[config.mk]
export PLATFORM = sky130hd
export DESIGN_NAME = detector_event_controller
export DESIGN_NICKNAME = d
export VERILOG_FILES = /design/src/rtl/detector_event_controller.sv
export SDC_FILE = /design/constraint.sdc
export NUM_CORES = 1
export LEC_CHECK = 0
export BUFFER_PORTS_ARGS = -buffer_cell sky130_fd_sc_hd__buf_2
export CORE_ASPECT_RATIO = 0.7
export CORE_MARGIN = 8
export CORE_UTILIZATION = 51
export CTS_BUF_LIST = sky130_fd_sc_hd__clkbuf_16
export DETAILED_ROUTE_END_ITERATION = 16
export PLACE_DENSITY = 0.77
export SLEW_MARGIN = 25
export SYNTH_ARGS = -nofsm -noshare
export SYNTH_HDL_FRONTEND = slang
export SYNTH_SLANG_ARGS = --single-unit
[constraint.sdc]
create_clock -name aclk -period 3.43 [get_ports aclk]
set_input_delay 0.686 -clock aclk [delete_from_list [all_inputs] [get_ports aclk]]
set_output_delay 0.686 -clock aclk [all_outputs]
set_load 0.01 [all_outputs]
[src/rtl/detector_event_controller.sv]
// ---------------------------------------------------------------------------
// detector_event_controller
//
// Acquisition sequencer for the 64-channel detector front end. Once run is
// high it arms and waits for the first hit. The first hit opens a coincidence
// window, and hit bits are OR'd into a mask across that window. The event is
// timestamped and sent as a single AXI4-Stream beat {timestamp, hit_mask}.
// After the beat it waits out a programmable dead time, then re-arms. It stops
// once a programmable event limit is reached.
//
// Ports:
//   aclk, aresetn     clock; synchronous active-low reset
//   det_data[63:0]    detector hit bits, already in the aclk domain
//   run               1 = acquire, 0 = stop
//   cfg_window        coincidence window length W (sampled when arming)
//   cfg_dead          dead time D in cycles (sampled when arming)
//   cfg_limit         event limit L, 0 = unlimited (sampled when arming)
//   m_axis_*          event stream output, one beat per event
//   sts_events        events delivered since the last arm (saturating)
//   sts_dropped       triggers lost while busy (saturating)
//   busy              controller is not idle
//   done              event limit reached; cleared on the next arm
// ---------------------------------------------------------------------------
module detector_event_controller #(
  parameter int TS_WIDTH  = 32,
  parameter int CNT_WIDTH = 32
) (
  input  logic                   aclk,
  input  logic                   aresetn,
  input  logic [63:0]            det_data,
  input  logic                   run,
  input  logic [7:0]             cfg_window,
  input  logic [7:0]             cfg_dead,
  input  logic [CNT_WIDTH-1:0]   cfg_limit,
  output logic [TS_WIDTH+63:0]   m_axis_tdata,
  output logic                   m_axis_tvalid,
  input  logic                   m_axis_tready,
  output logic [CNT_WIDTH-1:0]   sts_events,
  output logic [CNT_WIDTH-1:0]   sts_dropped,
  output logic                   busy,
  output logic                   done
);

  typedef enum logic [2:0] {
    IDLE   = 3'd0,
    ARMED  = 3'd1,
    WINDOW = 3'd2,
    SEND   = 3'd3,
    DEAD   = 3'd4,
    DONE   = 3'd5
  } state_t;

  state_t                 state_reg;
  logic [TS_WIDTH-1:0]    timer_reg;
  logic [TS_WIDTH-1:0]    ts_reg;
  logic [63:0]            mask_reg;
  logic [7:0]             window_cnt_reg;
  logic [7:0]             dead_cnt_reg;
  logic [7:0]             cfg_window_reg;
  logic [7:0]             cfg_dead_reg;
  logic [CNT_WIDTH-1:0]   cfg_limit_reg;
  logic [TS_WIDTH+63:0]   tdata_reg;
  logic                   tvalid_reg;
  logic [CNT_WIDTH-1:0]   events_reg;
  logic [CNT_WIDTH-1:0]   dropped_reg;
  logic                   done_reg;
  logic                   edge_reg;

  logic                   hit;
  logic                   hit_rise;
  logic                   handshake;
  logic                   drop_state;
  logic [CNT_WIDTH-1:0]   events_inc;
  logic                   limit_hit;

  assign hit        = |det_data;
  assign hit_rise   = hit & ~edge_reg;
  assign handshake  = tvalid_reg & m_axis_tready;
  assign drop_state = (state_reg == SEND) || (state_reg == DEAD) || (state_reg == DONE);

  // Saturating increment of the delivered-event count.
  assign events_inc = (events_reg == {CNT_WIDTH{1'b1}}) ? events_reg : events_reg + 1'b1;
  // The limit check uses the post-handshake count.
  assign limit_hit  = (cfg_limit_reg != '0) && (events_inc == cfg_limit_reg);

  always_ff @(posedge aclk) begin
    if (!aresetn) begin
      state_reg      <= IDLE;
      timer_reg      <= '0;
      ts_reg         <= '0;
      mask_reg       <= '0;
      window_cnt_reg <= '0;
      dead_cnt_reg   <= '0;
      cfg_window_reg <= '0;
      cfg_dead_reg   <= '0;
      cfg_limit_reg  <= '0;
      tdata_reg      <= '0;
      tvalid_reg     <= 1'b0;
      events_reg     <= '0;
      dropped_reg    <= '0;
      done_reg       <= 1'b0;
      edge_reg       <= 1'b0;
    end else begin
      edge_reg  <= hit;
      timer_reg <= (state_reg == IDLE) ? '0 : timer_reg + 1'b1;

      // A new trigger that arrives while an event is still in flight, or after
      // the limit is reached, is lost. Count it here.
      if (drop_state && hit_rise && (dropped_reg != {CNT_WIDTH{1'b1}}))
        dropped_reg <= dropped_reg + 1'b1;

      case (state_reg)
        IDLE: begin
          if (run) begin
            cfg_window_reg <= cfg_window;
            cfg_dead_reg   <= cfg_dead;
            cfg_limit_reg  <= cfg_limit;
            events_reg     <= '0;
            dropped_reg    <= '0;
            done_reg       <= 1'b0;
            state_reg      <= ARMED;
          end
        end

        ARMED: begin
          if (!run) begin
            state_reg <= IDLE;
          end else if (hit) begin
            mask_reg       <= det_data;
            ts_reg         <= timer_reg;
            window_cnt_reg <= '0;
            state_reg      <= WINDOW;
          end
        end

        WINDOW: begin
          if (!run) begin
            // A partial window is discarded.
            state_reg <= IDLE;
          end else begin
            mask_reg <= mask_reg | det_data;
            if (window_cnt_reg >= cfg_window_reg) begin
              // This cycle's sample closes the window and goes into the beat.
              tdata_reg  <= {ts_reg, mask_reg | det_data};
              tvalid_reg <= 1'b1;
              state_reg  <= SEND;
            end else begin
              window_cnt_reg <= window_cnt_reg + 1'b1;
            end
          end
        end

        SEND: begin
          // Stay here until the beat is accepted, even if run has dropped.
          if (handshake) begin
            tvalid_reg <= 1'b0;
            events_reg <= events_inc;
            if (limit_hit) begin
              done_reg  <= 1'b1;
              state_reg <= DONE;
            end else if (!run) begin
              state_reg <= IDLE;
            end else if (cfg_dead_reg == 8'd0) begin
              state_reg <= ARMED;
            end else begin
              dead_cnt_reg <= '0;
              state_reg    <= DEAD;
            end
          end
        end

        DEAD: begin
          if (!run) begin
            state_reg <= IDLE;
          end else if (dead_cnt_reg == cfg_dead_reg - 8'd1) begin
            state_reg <= ARMED;
          end else begin
            dead_cnt_reg <= dead_cnt_reg + 1'b1;
          end
        end

        DONE: begin
          // done stays set in IDLE so the result can be read out.
          if (!run)
            state_reg <= IDLE;
        end

        default: state_reg <= IDLE;
      endcase
    end
  end

  assign m_axis_tdata  = tdata_reg;
  assign m_axis_tvalid = tvalid_reg;
  assign sts_events    = events_reg;
  assign sts_dropped   = dropped_reg;
  assign busy          = (state_reg != IDLE);
  assign done          = done_reg;

endmodule

==> qor.yml, run 1 <==
setup_path:
  setup.worst_path.end_class: "register"
  r2r-end: "dead_cnt_reg[4]"
  crit_arrival_ps: 3750
  crit_fanout: 11
  reg2reg_from: "sts_events[4]"
  r2r_cells: 9
  worstPathRequired_ps: 3850
  critPathKind: "register to register"
  start_kind: "register"
  r2r_slack_ps: 100
global_route:
  use_met2: 0.396
  grtUsageTotal: 0.264
  busiest_layer: "met2"
  overflow: 0
  grt_pass1_vias: 14400
  grt_use_met1: 0.382
  grt_pass1_wl_mm: 79.7
  grt_max_degree: 98
  gr-usage-met3: 0.0506
  antenna_found_initial: 5
timing:
  skew_ps: 22.7
  period_minus_slack_ps: 3330
  finalSetupViolCount: 0
  fmax_mhz: 300
  period_share: 0.971
  tightest_slew_ps: 1050
  rsz0062_at_grt: "false"
  slew_headroom: 0.302
  maxSlewViolCount: 0
  hold_viol: 0
  fin_tns_setup_ps: 0
drt:
  vias_per_cell: 5.83
  firstDrtPassIters: 5
  routed_wl_mm: 50.9
  drt_iter0_drc: 1453
  drcViolationCount: 0
  vias: 15600
  ant_nets: 0
  wire_per_inst_um: 19.1
clock_network:
  cts_hold_buf: 0
  cts_buffers: 36
  clock_sinks: 358
  clockBufferDepth: 3
  cts-root-buf: "clkbuf_16"
  clk_pin_slew_ps: 60
  insertion_delay_ps: 540
  cts_tree: "built"
  h-tree-depth: 2
power_and_ir_drop:
  finalPower_w: 0.00903
  max-vdd-ir-drop_mv: 0.443
  power.density_nw_per_um2: 471
  p_leak_nw: 7.40
min_path:
  holdPathEnd: "cfg_limit_reg[10]"
  holdPathStages: 3
  hold_start: "cfg_limit[10]"
  min_path_type: "input pin to register"
die:
  die_w_um: 226
  fp.dieArea_sq_um: 37000
  coreArea_sq_um: 30800
  io_pins: 279
  start_util: 0.513
  row_count: 54
  die_y_um: 163
logic_synthesis:
  muxShareOfSynthArea: 0.00317
  ys_ff_latch: 358
  syn_area_sq_um: 15800
  synthFlopType: "dfxtp_1"
  synth.top_cell.area_share: 0.454
  yosysTopAreaCell: "dfxtp_1"
  syn-num-nets: 2083
  netlist_instances: 1953
  yosys.area_share.simple: 0.282
  synth_xor_area_frac: 0.0582
  async_flop_share: 0
  synth_cell_types: 68
  seq_area_frac_synth: 0.454
  synth_top_family_by_area: "simple AND/OR/NAND/NOR gates"
  synth_area_leaders: "dfxtp_1 (45%), nand2_1 (7.0%), nor3_1 (5.4%)"
  synth-compound-area-share: 0.149
  avgSynthCellArea_sq_um: 8.09
  synth_fa_ha_area_frac: 0.0111
  yosysWarnings: 0
  synth_edf_count: 0
layout:
  nets: 2353
  finalCoreUtilization: 0.622
  syn_to_final_growth_pct: 21.3
  largest_reg_flops: 96
  drive_above_1_share: 0.201
job:
  maxCapViolCount: 0
place:
  port_buffers: 278
  gp_congestion: 0.987
  dp_hpwl_mm: 37.0
run_status:
  outcome: "completed"
==> cells in the mapped netlist (40+ instances only) <==
library cell and n:
nand2_1 296, nand4_1 40, a22o_1 42, nor3_1 171
dfxtp_1 358, a21oi_1 163, xor2_1 45, xnor2_1 60
o21ai_0 42, nand3_1 51, clkbuf_1 110, nor2_1 213
==> logic make-up after synthesis <==
family,count (synthesis)
AOI/OAI and AO/OA,366
buffers and inverters,170
adders and majority gates,14
xor gates and xnor gates,105
DFF,358
muxes,5
and+or+nand+nor,935
==> cells in the final DEF, fill, tap and decap left out, drive strengths merged, types with 4 or more instances in the layout <==
cell type | netlist | final
ha | 14 | 14
a21o | 4 | 4
a211oi | 14 | 14
xnor2 | 60 | 60
nor2 | 213 | 213
o22ai | 5 | 5
nor2b | 10 | 10
a2111oi | 9 | 9
o21a | 5 | 5
and2 | 6 | 6
a22oi | 27 | 27
clkinv | 0 | 11
or2 | 5 | 5
mux2i | 5 | 5
xor2 | 45 | 45
and3 | 23 | 23
nand2 | 296 | 296
o31ai | 4 | 4
inv | 34 | 39
nor3 | 172 | 172
dfxtp | 358 | 358
o211ai | 9 | 9
a21oi | 163 | 163
a22o | 42 | 42
clkbuf | 111 | 37
a311oi | 9 | 9
o21ai | 43 | 43
nor3b | 7 | 7
or4 | 6 | 6
buf | 25 | 368
or3 | 23 | 23
nand4 | 43 | 43
nor4 | 42 | 42
nand3 | 51 | 51
and4 | 17 | 17
a31oi | 12 | 12
nand2b | 10 | 10
==> worst max path at each step <==
stage,startpoint,to,slack (ps)
floorplan,sts_events[27],dead_cnt_reg[4],140
global placement,sts_events[21],dead_cnt_reg[5],260
detailed placement,sts_events[4],dead_cnt_reg[4],170
CTS,sts_events[4],dead_cnt_reg[4],150
global route,sts_events[26],dead_cnt_reg[4],50
finish,sts_events[4],dead_cnt_reg[4],100
==> routing by layer <==
layer,share of wire,up-vias
li1,-,7406
met3,0.085,82
met2,0.44,682
met1,0.45,7380
met4,0.025,4
met5,0.00035,-
==> cell type report <==
class / instances / area [sq um]
flip-flops and latches: 358 / 7170
multi-input cells: 1425 / 7990
diodes: 3 / 7.51
inverters: 34 / 133
clock inverters: 22 / 221
clock buffers: 37 / 926
fillers: 2714 / 11600
repair buffers: 368 / 2190
well taps: 420 / 526
==> metrics by stage <==
step	setup WS (ps)	hold WS (ps)	instance area, sq um	std cells
after detailed placement	172	441	18000	2605
after global routing	45.2	372	19200	2667
final	99.7	385	19200	2667
after global placement	264	437	18000	2605
after floorplan	137	432	15800	1953
after CTS	149	363	19100	2664
==> power breakdown <==
group | internal [W] | switching (W) | leakage (nW)
Combinational | 0.000292 | 0.000500 | 3.94
Sequential | 0.00427 | 0.000102 | 2.90
Clock | 0.00220 | 0.00167 | 0.570
Total | 0.00676 | 0.00227 | 7.40
==> timing repair <==
item | CTS | global route
setup endpoints to repair | 0 | 4
buffers inserted | 0 | 0
hold endpoints to repair | 0 | 0
resized for setup | 0 | 4
==> critical path: stages (launching register included) <==
cell	delay [ps]
dfxtp_1	480
and4_1	300
nand4_1	210
or4b_2	720
xnor2_1	170
a211o_1	280
a2111oi_1	380
nand3_1	160
buf_4	220
a211oi_1	290
Note: power is estimated with default switching activity, not from simulation.
==> inputs of run 2 (changes only) <==
Settings changed: BUFFER_PORTS_ARGS -buffer_cell sky130_fd_sc_hd__buf_2 to unset, CORE_UTILIZATION 51 to 57, DONT_BUFFER_PORTS set to 1, PLACE_DENSITY 0.77 to 0.75, SETUP_SLACK_MARGIN set to 0.1.
==> qor.yml, run 2 (synthesis results as in run 1) <==
setup_path:
  reg2reg_from: "sts_events[8]"
  crit_chain: "buf_4, and4_1, nand4_1, or4b_2, xnor2_1, a211o_1, a2111oi_2, nand3_1, buf_4, a211oi_1"
  start_kind: "register"
  worstPathRequired_ps: 3850
  crit_arrival_ps: 3580
  setup.worst_path.end_class: "register"
  crit_buf_inv: 2
  critPathKind: "register to register"
  crit_fanout: 11
  r2r_cells: 10
  r2r-end: "dead_cnt_reg[4]"
  r2r_slack_ps: 270
  cpMostUsedCell: "buf_4"
  critPathMaxStageDelay_ps: 690
  critPathSlowestCell: "or4b_2"
  critPathTopFamily: "simple AND/OR/NAND/NOR gates"
global_route:
  overflow: 0
  grt_max_degree: 127
  grtUsageTotal: 0.279
  grt_pass1_wl_mm: 76.5
  antenna_found_initial: 4
  grt_pass1_vias: 13500
drt:
  vias: 14400
  vias_per_cell: 6.19
  drcViolationCount: 0
  drt_iter0_drc: 1410
  firstDrtPassIters: 6
  routed_wl_mm: 48.8
  wire_per_inst_um: 20.9
  ant_nets: 0
clock_network:
  postCtsSetupRepairBufs: 0
  clk_pin_slew_ps: 60
  cts_resized: 0
  clockBufferDepth: 3
  clock_sinks: 358
  cts-root-buf: "clkbuf_16"
  cts_tree: "built"
  h-tree-depth: 2
  insertion_delay_ps: 530
  cts_hold_buf: 0
  cts_buffers: 35
timing:
  fmax_mhz: 317
  period_share: 0.920
  timing.final.ws_setup_ps: 273
  slew_headroom: 0.442
  skew_ps: 22.3
  tightest_slew_ps: 829
  whs_ps: 278
  fin_tns_setup_ps: 0
  maxSlewViolCount: 0
  hold_viol: 0
  rsz0062_at_grt: "false"
  finalSetupViolCount: 0
  period_minus_slack_ps: 3160
die:
  fp.dieArea_sq_um: 33400
  coreArea_sq_um: 27600
  io_pins: 279
  die_y_um: 155
  row_count: 51
  die_w_um: 215
  start_util: 0.573
layout:
  ff_latch_area_sq_um: 7170
  stdcell_count: 2334
  final_cell_mix: "dfxtp_1 (355), nand2_1 (294), nor2_1 (211), nor3_1 (170), a21oi_1 (162)"
  fillers: 2428
  syn_to_final_growth_pct: 10.9
  drive_above_1_share: 0.0862
  nets: 2065
  largest_reg_flops: 96
  layout_commonest_cell: "dfxtp_1"
  multi_input_area_sq_um: 8020
place:
  dp_hpwl_mm: 35.0
  dpl.cell_count: 2269
  port_buffers: 0
  pre_cts_ws_ps: 88.3
  gp_congestion: 0.963
min_path:
  holdPathStages: 1
  holdPathEnd: "mask_reg[17]"
  hold_start: "det_data[17]"
  min_path_type: "input pin to register"
power_and_ir_drop:
  p_leak_nw: 5.96
  power.density_nw_per_um2: 494
  max-vdd-ir-drop_mv: 0.355
job:
  maxCapViolCount: 0
run_status:
  outcome: "completed"
[run 2: layer usage]
metal | share of wire | routed length [um] | vias up | GRT usage
li1 | - | - | 6847 | -
met1 | 0.43 | 21100 | 6845 | 0.378
met2 | 0.43 | 20800 | 638 | 0.409
met3 | 0.11 | 5430 | 107 | 0.0999
met4 | 0.028 | 1370 | 2 | 0.0938
met5 | 0.00027 | 13 | - | 0
[run 2: worst max-delay path by stage]
stage / from / to / slack [ps] / depth (start not counted)
floorplan: sts_events[27] / dead_cnt_reg[4] / 140 / 10
global placement: det_data[42] / mask_reg[21] / 180 / 8
detailed placement: det_data[42] / mask_reg[33] / 90 / 8
CTS: sts_events[1] / dead_cnt_reg[5] / 100 / 10
global route: sts_events[8] / dead_cnt_reg[2] / 130 / 11
finish: sts_events[8] / dead_cnt_reg[4] / 270 / 10
[run 2: cell type report]
cell class / count / area share
antenna: 3 / 0.000428
clock buffer: 35 / 0.0500
clock inverter: 27 / 0.0105
inverter: 34 / 0.00757
multi-input combinational: 1425 / 0.458
sequential: 358 / 0.409
tap: 371 / 0.0265
timing repair buffer: 81 / 0.0383
[run 2: power by group]
part | internal [W] | switching, W
Sequential | 0.00427 | 0.000120
Clock | 0.00202 | 0.00162
Combinational | 0.000213 | 0.000414
Total | 0.00650 | 0.00215
[run 2: per-stage QoR]
stage | utilization | total power (W) | cell area [sq um]
3_3_place_gp | 0.596 | 0.00508 | 16400
4_1_cts | 0.634 | 0.00871 | 17500
5_1_grt | 0.636 | 0.00897 | 17500
2_1_floorplan | - | 0.00490 | 15800
6_report | 0.636 | 0.00866 | 17500
3_5_place_dp | 0.596 | 0.00509 | 16400
==> inputs of run 3 (changes only) <==
Settings changed: CORE_UTILIZATION 57 to 58, PLACE_DENSITY 0.75 to 0.74.
Clock period 3.43 ns to 3.6 ns, I/O delays scaled along.
==> qor.yml, run 3 (synthesis results as in run 1) <==
layout:
  largest_reg_flops: 96
  drive_above_1_share: 0.0813
  layout_commonest_cell: "dfxtp_1"
  final_cell_mix: "dfxtp_1 (357), nand2_1 (294), nor2_1 (211), nor3_1 (171), a21oi_1 (163)"
  nets: 2057
  stdcell_count: 2320
  syn_to_final_growth_pct: 11.1
die:
  die_w_um: 213
  fp.dieArea_sq_um: 32900
  row_count: 50
  io_pins: 279
  coreArea_sq_um: 26800
  start_util: 0.590
  die_y_um: 154
clock_network:
  clk_pin_slew_ps: 70
  clock_sinks: 358
  clockBufferDepth: 3
  cts_hold_buf: 0
  cts_tree: "built"
  insertion_delay_ps: 540
  h-tree-depth: 2
  cts-root-buf: "clkbuf_16"
  cts_buffers: 37
drt:
  vias_per_cell: 6.17
  wire_per_inst_um: 21.1
  firstDrtPassIters: 6
  drcViolationCount: 0
  routed_wl_mm: 49.0
  drt_iter0_drc: 1461
  vias: 14300
  ant_nets: 0
timing:
  period_minus_slack_ps: 3350
  finalSetupViolCount: 0
  rsz0062_at_grt: "true"
  whs_ps: 302
  tightest_slew_ps: 755
  maxSlewViolCount: 0
  slew_headroom: 0.495
  fmax_mhz: 299
  fin_tns_setup_ps: 0
  period_share: 0.929
  timing.final.ws_setup_ps: 254
  hold_viol: 0
  skew_ps: 22.0
global_route:
  grtUsageTotal: 0.284
  grt_pass1_vias: 13300
  grt_max_degree: 111
  antenna_found_initial: 2
  overflow: 0
  grt_pass1_wl_mm: 75.6
place:
  dpl.cell_count: 2252
  dp_hpwl_mm: 35.1
  gp_congestion: 0.994
  port_buffers: 0
  pre_cts_ws_ps: 158
power_and_ir_drop:
  max-vdd-ir-drop_mv: 0.409
  p_leak_nw: 5.97
  finalPower_w: 0.00858
  power.density_nw_per_um2: 489
setup_path:
  crit_arrival_ps: 3780
  reg2reg_from: "sts_events[5]"
  critPathKind: "register to register"
  setup.worst_path.end_class: "register"
  start_kind: "register"
  r2r_cells: 9
  crit_fanout: 11
  endpoint: "dead_cnt_reg[5]"
  r2r-end: "dead_cnt_reg[5]"
  setup.worst_path.start: "sts_events[5]"
  r2r_slack_ps: 250
  worstPathRequired_ps: 4040
job:
  maxCapViolCount: 0
min_path:
  min_path_type: "input pin to register"
  hold_start: "det_data[26]"
run_status:
  outcome: "completed"
## run 3: worst min path at each step
stage	to	cells past startpoint
after floorplan	m_axis_tdata[64]	2
after global placement	m_axis_tdata[93]	2
after detailed placement	m_axis_tdata[89]	2
after CTS	mask_reg[24]	1
after global routing	sts_events[21]	1
final	mask_reg[26]	1
## run 3: layer usage
metal  up-vias  global-route usage  routed length [um]
met3        99               0.109                5780
met2       600               0.414               20800
met5         -                   0                  19
li1       6834                   -                   -
met1      6781               0.382               21000
met4         2              0.0834                1270
## run 3: worst max-delay path, stage by stage, from the launching register on
cell and delay, ps:
dfxtp_1 500, and4_1 380, nand4_1 270, or4b_2 730, xnor2_1 180, a211o_1 290
a2111oi_2 320, nand3_1 120, buf_4 200, a211oi_1 250
## run 3: layout make-up
class	instances	area (sq um)
Fill cell	2341	9220
Multi-Input combinational cell	1425	8000
Sequential cell	358	7170
Clock buffer	38	951
Timing Repair Buffer	71	596
Tap cell	364	455
Clock inverter	29	250
Inverter	34	135
Antenna cell	1	2.50
## run 3: timing repair
| item | in CTS | in global routing |
|---|---|---|
| gates resized for setup | 0 | 5 |
| buffers inserted | 0 | 0 |
| endpoints found under the setup margin | 0 | 13 |
## run 3: where the power goes
group	switching [W]	internal (W)
Sequential	0.000116	0.00407
Clock	0.00164	0.00216
Combinational	0.000391	0.000205
Total	0.00215	0.00644
## run 3: per-stage QoR
step	cell area [sq um]	utilization
2_1_floorplan	15800	-
3_3_place_gp	16300	0.610
3_5_place_dp	16300	0.610
4_1_cts	17500	0.655
5_1_grt	17600	0.656
6_report	17600	0.656
